### src/rtl/column_blitter.sv
// Column blitter: drains a double-buffered line RAM column by column into a
// ready/valid pixel stream with frame-start/end markers and an overflow flag.
module column_blitter #(
    parameter int HEIGHT    = 240,
    parameter int WIDTH     = 320,
    parameter int RAM_ASIZE = 8
) (
    input  logic                 clk,
    input  logic                 rst_n,
    input  logic                 line_done,
    output logic [RAM_ASIZE:0]   ram_raddr,
    input  logic [15:0]          ram_read_data,
    output logic                 buf_free,
    output logic [15:0]          px_data,
    output logic                 px_valid,
    input  logic                 px_ready,
    output logic                 px_first,
    output logic                 px_last,
    output logic                 frame_done,
    output logic                 overflow
);

    localparam int AW = RAM_ASIZE + 1;
    localparam int IW = $clog2(HEIGHT);
    localparam int CW = $clog2(WIDTH);
    localparam logic [IW-1:0] IDX_LAST = IW'(HEIGHT - 1);
    localparam logic [CW-1:0] COL_LAST = CW'(WIDTH - 1);
    localparam logic [AW-1:0] BASE_B   = AW'(HEIGHT);

    typedef enum logic {S_IDLE, S_STREAM} state_t;

    state_t          r_state, w_state_next;
    logic [1:0]      r_fill_cnt, w_fill_next;
    logic            r_overflow, w_ovf_set;
    logic [AW-1:0]   r_rd_base;
    logic [IW-1:0]   r_rd_idx;
    logic            r_inflight;
    logic [15:0]     r_fifo_mem [2];
    logic            r_wr_ptr, r_rd_ptr;
    logic [1:0]      r_fifo_cnt;
    logic [IW-1:0]   r_row;
    logic [CW-1:0]   r_col;
    logic            r_frame_done;

    logic            w_pop, w_push, w_rd_en, w_drain;
    logic [1:0]      w_occ;

    // Occupancy counts the slot freed by this cycle's pop so a steady
    // one-pixel-per-cycle flow is possible without ever exceeding two entries.
    always_comb begin
        w_pop   = px_valid && px_ready;
        w_push  = r_inflight;
        w_occ   = r_fifo_cnt - 2'(w_pop) + 2'(r_inflight);
        w_rd_en = (r_state == S_STREAM) && (w_occ < 2'd2);
        w_drain = w_rd_en && (r_rd_idx == IDX_LAST);
    end

    always_comb begin
        w_fill_next  = r_fill_cnt;
        w_ovf_set    = 1'b0;
        w_state_next = r_state;
        case ({line_done, w_drain})
            2'b10: begin
                if (r_fill_cnt == 2'd2) w_ovf_set   = 1'b1;
                else                    w_fill_next = r_fill_cnt + 2'd1;
            end
            2'b01:   w_fill_next = r_fill_cnt - 2'd1;
            default: w_fill_next = r_fill_cnt;
        endcase
        case (r_state)
            S_IDLE:   if (r_fill_cnt != 2'd0) w_state_next = S_STREAM;
            S_STREAM: if (w_drain && w_fill_next == 2'd0) w_state_next = S_IDLE;
            default:  w_state_next = S_IDLE;
        endcase
    end

    always_ff @(posedge clk or negedge rst_n) begin
        if (!rst_n) begin
            r_state    <= S_IDLE;
            r_fill_cnt <= 2'd0;
            r_overflow <= 1'b0;
            r_rd_base  <= '0;
            r_rd_idx   <= '0;
            r_inflight <= 1'b0;
        end else begin
            r_state    <= w_state_next;
            r_fill_cnt <= w_fill_next;
            r_inflight <= w_rd_en;
            if (w_ovf_set) r_overflow <= 1'b1;
            if (w_drain) begin
                r_rd_idx  <= '0;
                r_rd_base <= (r_rd_base == '0) ? BASE_B : '0;
            end else if (w_rd_en) begin
                r_rd_idx  <= r_rd_idx + 1'b1;
            end
        end
    end

    // Two-entry skid FIFO holding RAM data returned one cycle after each read.
    for (genvar gi = 0; gi < 2; gi++) begin : g_fifo
        always_ff @(posedge clk or negedge rst_n) begin
            if (!rst_n)                                r_fifo_mem[gi] <= '0;
            else if (w_push && r_wr_ptr == 1'(gi))     r_fifo_mem[gi] <= ram_read_data;
        end
    end

    always_ff @(posedge clk or negedge rst_n) begin
        if (!rst_n) begin
            r_wr_ptr     <= 1'b0;
            r_rd_ptr     <= 1'b0;
            r_fifo_cnt   <= 2'd0;
            r_row        <= '0;
            r_col        <= '0;
            r_frame_done <= 1'b0;
        end else begin
            if (w_push) r_wr_ptr <= ~r_wr_ptr;
            if (w_pop)  r_rd_ptr <= ~r_rd_ptr;
            r_fifo_cnt   <= r_fifo_cnt + 2'(w_push) - 2'(w_pop);
            r_frame_done <= w_pop && px_last;
            if (w_pop) begin
                if (r_row == IDX_LAST) begin
                    r_row <= '0;
                    r_col <= (r_col == COL_LAST) ? '0 : r_col + 1'b1;
                end else begin
                    r_row <= r_row + 1'b1;
                end
            end
        end
    end

    // Frame markers follow the head beat's position, tracked by the output counters.
    always_comb begin
        ram_raddr  = r_rd_base + AW'(r_rd_idx);
        buf_free   = (r_fill_cnt < 2'd2);
        px_valid   = (r_fifo_cnt != 2'd0);
        px_data    = r_fifo_mem[r_rd_ptr];
        px_first   = px_valid && (r_row == '0) && (r_col == '0);
        px_last    = px_valid && (r_row == IDX_LAST) && (r_col == COL_LAST);
        frame_done = r_frame_done;
        overflow   = r_overflow;
    end

endmodule

### config.mk
export PLATFORM = sky130hd
export DESIGN_NAME = column_blitter
export DESIGN_NICKNAME = d
export VERILOG_FILES = /design/src/rtl/column_blitter.sv
export SDC_FILE = /design/constraint.sdc
export NUM_CORES = 1
export LEC_CHECK = 0
export CAP_MARGIN = 20
export CORE_AREA = 2 2 74 104
export CTS_CLUSTER_DIAMETER = 40
export CTS_CLUSTER_SIZE = 25
export DETAILED_ROUTE_END_ITERATION = 7
export DIE_AREA = 0 0 76 106
export PLACE_DENSITY = 0.81
export SLEW_MARGIN = 20
export SYNTH_ARGS = -nofsm -noshare
export SYNTH_HDL_FRONTEND = slang
export SYNTH_SLANG_ARGS = --single-unit
### constraint.sdc
create_clock -name clk -period 2.8 [get_ports clk]
set_clock_uncertainty 0.05 [all_clocks]
set_input_delay 0.28 -clock clk [delete_from_list [all_inputs] [get_ports clk]]
set_output_delay 0.28 -clock clk [all_outputs]
set_load 0.005 [all_outputs]
==> Word level (Yosys, flattened, before mapping) <==
Cells that the tools add are included.
{ "classes": {"eq_ne": 6, "addsub": 10, "shift": 0, "bitwise": 4, "multipliers": 0, "magnitude_cmp": 3, "n_reduce_logical": 19, "div": 0, "n_mux": 15} }
{ "ops": {"columns": ["cell", "count"], "rows": [
  ["$mux 16", 3],
  ["$mux 8", 4],
  ["$logic_not 9->1", 2],
  ["$add 8x1->8 const B", 2],
  ["$eq 8x8->1 const B", 2],
  ["$logic_and 1x1->1", 11],
  ["$add 9x1->9 const B", 1],
  ["$add 9x8->9", 1],
  ["$eq 9x9->1 const B", 1],
  ["$mux 9", 1],
  ["$logic_not 8->1", 1],
  ["$reduce_bool 2->1", 3],
  ["$add 2x1->2", 2],
  ["$eq 2x2->1 const B", 2],
  ["$lt 2x2->1 const B", 2],
  ["$mux 1", 4],
  ["$pmux 2 s2", 1],
  ["$sub 2x1->2", 2],
  ["$not 1->1", 3],
  ["$add 2x1->2 const B", 1],
  ["$eq 2x1->1 const B", 1],
  ["$ge 2x2->1 const B", 1],
  ["$logic_not 2->1", 1],
  ["$mux 2", 1],
  ["other kinds (4)", 4]
]} }
{ "totals": {"n_memories": 0, "mem_bits_rw": 0, "output_inout_bits": 31, "register_bits": 76, "latchBits": 0, "inputBits": 20, "mem_bits_ro": 0} }

==> Longest topological paths before layout <==
Gate-level depths: netlist of run 1.
{ "logic_depth": {"ltp_word": 13, "depth_mapped": 14} }

==> Worst setup path before layout of run 1 <==
OpenSTA, ideal clock, no wires.
{ "synth_timing": {"kind": "register to register", "startpoint": "register r_fifo_cnt[0]", "endpoint": "register r_state", "setup_slack_ps": -320, "n_path_buf": 0, "period_less_slack_ps": 3120, "arrival_time_ps": 2944, "required_ps": 2624, "path_stages_with_launch": 14, "path_cell_list": "dfrtp_1 -> o21ai_2 -> inv_1 -> ha_1 -> inv_1 -> ha_1 -> xnor3_1 -> nand2_2 -> inv_2 -> nand2_1 -> ha_1 -> a221oi_1 -> a21oi_1 -> o32a_1"} }
{ "synth_via": {"elab_chain_len": 13, "word_cells_on_any_way": 14, "cone_classes": "add/sub (2); order compare (1); eq/ne (2); mux (3); reduce/logical (6)"} }
{ "synth_rtl": {"columns": ["item", "line", "source"], "rows": [
  ["start: declaration", "40", "logic [1:0] r_fifo_cnt;"],
  ["start signal: assignment", "118", "r_fifo_cnt <= r_fifo_cnt + 2'(w_push) - 2'(w_pop);"],
  ["$reduce_bool 2->1 (*)", "135", "px_valid = (r_fifo_cnt != 2'd0);"],
  ["$logic_and 1x1->1 (*)", "51", "w_pop = px_valid && px_ready;"],
  ["net w_pop", "45", "logic w_pop, w_push, w_rd_en, w_drain;"],
  ["$sub 2x1->2 (*)", "53", "w_occ = r_fifo_cnt - 2'(w_pop) + 2'(r_inflight);"],
  ["$add 2x1->2 (*)", "53", null],
  ["$lt 2x2->1 (*)", "54", "w_rd_en = (r_state == S_STREAM) && (w_occ < 2'd2);"],
  ["$logic_and 1x1->1 (*)", "54", null],
  ["net w_rd_en", "45", null],
  ["$logic_and 1x1->1 (*)", "55", "w_drain = w_rd_en && (r_rd_idx == IDX_LAST);"],
  ["$eq 2x1->1 / $eq 2x2->1 (equally long branches)", "62", "case ({line_done, w_drain})"],
  ["$pmux 2 s2 (*)", "62", null],
  ["net w_fill_next[0]", "33", "logic [1:0] r_fill_cnt, w_fill_next;"],
  ["$logic_not 2->1 (*)", "72", "S_STREAM: if (w_drain && w_fill_next == 2'd0) w_state_next = S_IDLE;"],
  ["$logic_and 1x1->1 (*)", "72", null],
  ["$mux 1 (*)", "72", null],
  ["$pmux 1 s2 (*)", "70", "case (r_state)"],
  ["net w_state_next", "32", "state_t r_state, w_state_next;"],
  ["end signal: assignment", "86", "r_state <= w_state_next;"],
  ["end: declaration", "32", null]
]} }
Mark *: on every way through the listed nets, which the timed path passes. The rest lies on a longest branch.
A chain may end at the register's enable or synchronous reset.

==> Final worst setup path of run 1 <==
{ "layout_timing": {"startpoint": "register r_fifo_cnt[1]", "endpoint": "register r_state"} }
The elaborated chain is that of the path after synthesis.

==> results of run 1 <==
[kinds of logic (layout without fill, tap and decap cells)]
family                   after synthesis  after routing  share of synthesized area
XOR/XNOR                              13             13                     0.0377
flip-flops                            68             68                      0.503
AND/OR/NAND/NOR                       74             74                      0.121
multiplexers                          50             50                      0.166
buffers and inverters                 31            100                     0.0400
AO/OA/AOI/OAI                         36             36                     0.0703
adder cells (fa/ha/maj)               16             16                     0.0614
[registers in the layout (all words and copies together) (netlist names)]
signal / cells
frame_done: 1
overflow: 1
r_col: 9
r_fifo_cnt: 2
r_fifo_mem: 32
r_fill_cnt: 2
r_inflight: 1
r_rd_base: 1
r_rd_idx: 8
r_rd_ptr: 1
r_row: 8
r_state: 1
r_wr_ptr: 1
[cell usage in the layout, fill, tap and decap left out, types with 6 or more instances in the layout]
cell type,netlist,layout
ha_1,15,12
inv_1,20,19
xnor2_1,11,11
and3_1,6,6
clkbuf_8,0,11
buf_4,4,13
clkdlybuf4s50_1,0,49
mux2_2,48,48
dfrtp_1,68,67
o21ai_0,15,15
nand3_1,10,10
nand2_1,21,20
[critical path, stage by stage, from the launching register on]
cell and delay [ns]:
dfrtp_2 0.43, o21ai_4 0.16, inv_2 0.05, ha_1 0.26
inv_1 0.05, ha_2 0.16, xnor3_1 0.24, nand2_2 0.10
inv_2 0.05, nand2_4 0.07, inv_1 0.05, ha_2 0.18
a221oi_2 0.29, a21oi_2 0.06, o32a_1 0.33
[power breakdown]
part / internal (mW) / switching (mW) / total, mW / leakage (nW)
Combinational: 1.28 / 0.746 / 2.02 / 0.987
Sequential: 1.37 / 0.322 / 1.69 / 0.809
Clock: 0.457 / 0.360 / 0.817 / 0.102
[final cells by class]
type | instances | area, um^2
clock buffers | 12 | 155
clock inverters | 4 | 47.5
fillers | 594 | 2890
inverters | 21 | 78.8
multi-input cells | 189 | 1590
flip-flops and latches | 68 | 1700
well taps | 97 | 121
repair buffers | 63 | 593
[per-stage QoR]
step	TNS, ns	hold WS (ns)	instances
global placement	-0.0533	0.427	436
detailed placement	-0.146	0.422	436
CTS	0	0.109	452
floorplan	0	-0.0656	288
global route	0	0.155	454
finish	0	0.0625	454
[how the worst max path moves through the flow]
stage                          to  cells after the start
after floorplan           r_state                     14
after global placement    r_state                     15
after detailed placement  r_state                     15
after CTS                 r_state                     14
after global routing      r_state                     14
final                     r_state                     14
[metal layers]
layer  routed length [um]  GRT usage  share of wire
met1                 2700      0.197           0.42
met2                 3440      0.310           0.53
met3                  192     0.0407          0.030
met4                  134     0.0870          0.021
met5                    0          0              0
[timing repair]
item,in CTS,in global routing
gates resized for setup,0,5
setup endpoints to repair,0,1
setup buffers,0,2
==> impl_metrics.toml, run 1 <==
[outcome]
status = "finished clean"

[power]
p_leak_nw = 1.90
pwr_density_cell_nw_per_um2 = 1060
total_power_mw = 4.53
ir_worst_vdd_v = 0.000532

[route]
viasPerCell = 5.30
vias = 2408
totalWireLength_um = 6460
firstDrtPassIters = 4
antenna_left = 0
wl_per_cell_um = 14.2
first_iter_violations = 181
drcViolationCount = 0

[synth]
ys_seq_elements = 68
avgSynthCellArea_um2 = 11.7
synth_cell_type_count = 44
ys_top_cells_by_count = "dfrtp_1 (68), mux2_2 (48), nand2_1 (21), inv_1 (20)"
synthArstFlopShare = 1.00
synth_warnings = 0
netlist_area_um2 = 3380
synth.area.top_cells = "dfrtp_1 (50%), mux2_2 (16%), ha_1 (5.6%), xnor2_1 (2.8%), nand2_1 (2.3%)"
synth_nets = 324
synth_flop_cell = "dfrtp_1"
synth-edff-count = 0
yosysTopAreaCell = "dfrtp_1"
yosys.area.top_type_share = 0.503
ys_seq_area_frac = 0.503
yosysMostFrequentCell = "dfrtp_1"
syn_inst = 288

[sta]
tightest_slew_ns = 0.850
setup_viol = 0
min_period_over_period = 0.940
slew_viol_final = 0
rsz0062_at_grt = "false"
fin_ws_ns = 0.168
hold_viol = 0
max_freq_mhz = 380
period_needed_ns = 2.63
max-slew-margin-rel = 0.433

[critical_path]
start_kind = "flip-flop"
reg2reg_from = "r_fifo_cnt[1]"
reg2regPathDepth = 14
reg2reg_slack_ns = 0.17
path_max_fanout = 4
crit_start = "r_fifo_cnt[1]"
timing.rr.end = "r_state"
cp.required_ns = 2.98
worstSetupEndpointType = "flip-flop"
worst-endpoint-arrival_ns = 2.81
path_class = "flip-flop to flip-flop"

[floorplan]
die_w_um = 76
core_region_area_um2 = 7180
initial_utilization = 0.471
rows = 37
dieArea_um2 = 8060
die_y_um = 106
ioPinCount = 51

[clock_network]
clock_latency_ns = 0.34
cts_tree = "yes"
cts_hold_buffers = 0
cts-htree-levels = 3
cts.sinks = 68
cts_buffers = 9
cts_buffer_depth = 2
clockRootBuffer = "clkbuf_8"
clk_pin_slew_worst_paths_ns = 0.07

[placed_design]
place_worst_setup_slack_ns = -0.146
dpl_cell_area_um2 = 4050
hpwl_um = 4570
place.gp.congestion = 0.791
io_buffers = 50

[grt]
grt_pass1_vias = 2479
track_usage = 0.175
overflow = 0
grt_start_max_net_pins = 69
grt_pass1_wl_um = 11200
antenna_found_initial = 0

[run]
drv_cap = 0

[final_layout]
fin_nets = 388
syn2layout_area_growth_pct = 26.8
postLayoutCoreUtil = 0.597
antenna_cells = 0
fin_area_um2 = 4290
drive_gt1_frac = 0.258

[worst_hold_path]
min_path_type = "input pin to async pin"
No activity file was read; power rests on OpenSTA's default activity.
==> run 2: changes to the inputs <==
--- a/config.mk
+++ b/config.mk
@@ -6,12 +6,13 @@
 export NUM_CORES = 1
 export LEC_CHECK = 0
 export CAP_MARGIN = 20
-export CORE_AREA = 2 2 74 104
+export CORE_AREA = 2 2 87 89
 export CTS_CLUSTER_DIAMETER = 40
 export CTS_CLUSTER_SIZE = 25
 export DETAILED_ROUTE_END_ITERATION = 7
-export DIE_AREA = 0 0 76 106
+export DIE_AREA = 0 0 89 91
 export PLACE_DENSITY = 0.81
+export SKIP_LAST_GASP = 1
 export SLEW_MARGIN = 20
 export SYNTH_ARGS = -nofsm -noshare
 export SYNTH_HDL_FRONTEND = slang
==> constraint.sdc (replaced) <==
create_clock -name clk -period 2.4 [get_ports clk]
set_clock_uncertainty 0.05 [all_clocks]
set_input_delay 0.24 -clock clk [delete_from_list [all_inputs] [get_ports clk]]
set_output_delay 0.24 -clock clk [all_outputs]
set_load 0.005 [all_outputs]
==> impl_metrics.toml, run 2 (same netlist as run 1, synthesis figures left out) <==
[grt]
grt_pass1_wl_um = 11200
grt_start_max_net_pins = 46
track_usage = 0.177
overflow = 0
antenna_found_initial = 0
grt_pass1_vias = 2514

[sta]
hold_viol = 0
fin_ws_ns = -0.129
max-slew-margin-rel = 0.513
max_freq_mhz = 395
tightest_slew_ns = 0.728
slew_viol_final = 0
rsz0062_at_grt = "true"
setup-tns-final_ns = -0.129
holdWs_ns = 0.380
setup_viol = 1
min_period_over_period = 1.05
period_needed_ns = 2.53

[route]
firstDrtPassIters = 4
vias = 2365
m1WireLength_um = 2940
top_layer = "met4"
first_iter_violations = 59
wl_met2_um = 3210
drcViolationCount = 0
totalWireLength_um = 6440
wl_per_cell_um = 13.7
wl_met3_um = 179
antenna_left = 0
viasPerCell = 5.03

[power]
seqPwrFrac = 0.358
p_clk_frac = 0.166
p_int_mw = 3.63
swShare = 0.319
ir_worst_vdd_v = 0.000524
pwr_density_cell_nw_per_um2 = 1190
power.share.combinational = 0.476
switching_power_mw = 1.70
p_leak_nw = 1.98

[clock_network]
cts_tree = "yes"
cts_buffer_depth = 2
cts.sinks = 68
clockRootBuffer = "clkbuf_8"
clock_latency_ns = 0.34
clk_pin_slew_worst_paths_ns = 0.07
cts-htree-levels = 3
cts_buffers = 9

[critical_path]
cp.required_ns = 2.57
slowest_stage = "dfrtp_1"
worst-endpoint-arrival_ns = 2.70
worstSetupEndpointType = "flip-flop"
cp_slowest_stage_delay_ns = 0.41
crit_buf_inv = 4
crit_family = "compound AO/OA/AOI/OAI gates"
path_max_fanout = 3
path_class = "flip-flop to flip-flop"
start_kind = "flip-flop"
cp_cell_sequence = "o21ai_4 > inv_2 > ha_4 > inv_4 > ha_4 > xnor3_1 > nand2_2 > inv_2 > nand2_4 > inv_2 > ha_4 > a221oi_4 > a21oi_2 > o32a_1"

[final_layout]
antenna_cells = 0
fin_nets = 402
reg_top3 = "r_fifo_mem: 32 flops, r_col: 9 flops"
final_cell_mix = "dfrtp_1 (64), mux2_2 (48), clkdlybuf4s50_1 (47)"
mostFrequentLayoutCell = "dfrtp_1"
instances_no_fill = 470
drive_gt1_frac = 0.318
regMostFlops = "r_fifo_mem"
syn2layout_area_growth_pct = 32.7
largest_reg_flops = 32
fin_area_um2 = 4490

[floorplan]
ioPinCount = 51
initial_utilization = 0.474
die_w_um = 89
core_region_area_um2 = 7140
dieArea_um2 = 8100
rows = 31
die_y_um = 91

[run]
drv_cap = 0

[placed_design]
place_worst_setup_slack_ns = -0.390
place_inst = 446
hpwl_um = 4660
dpl_cell_area_um2 = 4170
io_buffers = 50
place.gp.congestion = 0.764

[outcome]
failed_checks = "setup timing"
status = "finished with violations"

[worst_hold_path]
min_path_type = "input pin to async pin"
run 2: cell count changes in the layout (fill, tap and decap cells not counted), moves of 3 or more:
cell     before  now
buf_4        13   25
dfrtp_2       1    4
nor4_1        5    2
ha_4          1    4
nor4_2        0    3
dfrtp_1      67   64
run 2: layout make-up:
class | instances | area [um^2]
Clock inverter | 5 | 52.6
Inverter | 21 | 81.3
Tap cell | 99 | 124
Clock buffer | 11 | 131
Sequential cell | 68 | 1710
Fill cell | 603 | 2650
Multi-Input combinational cell | 189 | 1670
Timing Repair Buffer | 77 | 718
run 2: repair_timing:
action                     4_1_cts  5_1_grt
resized for setup                2       15
hold endpoints to repair        23        0
setup buffers                    8        2
setup endpoints to repair        6        9
gates cloned                     0        0
hold buffers                     1        0
pin swaps                        2        4
run 2: through the flow:
step,total power [mW],utilization
after detailed placement,4.43,0.584
after global placement,4.32,0.584
after global routing,5.74,0.629
after floorplan,3.31,-
final,5.33,0.629
after CTS,5.42,0.621
run 2: power by group through the flow:
stage	sequential, mW	combinational [mW]	clock (mW)
5_1_grt	1.97	2.81	0.971
6_report	1.91	2.54	0.885
3_3_place_gp	1.89	2.43	0
2_1_floorplan	1.85	1.46	0
3_5_place_dp	1.92	2.50	0
4_1_cts	1.90	2.60	0.917
run 2: final timing paths:
check	startpoint	to	slack, ns	cells past startpoint
max	r_fifo_cnt[1]	r_state	-0.13	14
min	rst_n	r_fifo_mem[6]	0.38	2
max reg2reg	r_fifo_cnt[1]	r_state	-0.13	14
min reg2reg	overflow	overflow	0.41	1
max in group asynchronous	rst_n	r_rd_base[6]	1.28	3
min in group clk	overflow	overflow	0.41	1
run 2: layer usage:
layer  track usage  vias to the layer above
li1              -                     1171
met1         0.231                     1148
met2         0.284                       36
met3        0.0418                       10
met4        0.0634                        0
met5             0                        -
==> run 3: changes to the inputs <==
--- a/config.mk
+++ b/config.mk
@@ -5,6 +5,7 @@
 export SDC_FILE = /design/constraint.sdc
 export NUM_CORES = 1
 export LEC_CHECK = 0
+export ABC_AREA = 0
 export CAP_MARGIN = 20
 export CORE_AREA = 2 2 87 89
 export CTS_CLUSTER_DIAMETER = 40
@@ -13,7 +14,6 @@
 export DIE_AREA = 0 0 89 91
 export PLACE_DENSITY = 0.81
 export SKIP_LAST_GASP = 1
-export SLEW_MARGIN = 20
 export SYNTH_ARGS = -nofsm -noshare
 export SYNTH_HDL_FRONTEND = slang
 export SYNTH_SLANG_ARGS = --single-unit
==> results of run 3 <==
Final layout, timing and power as in run 2 (identical DEF).
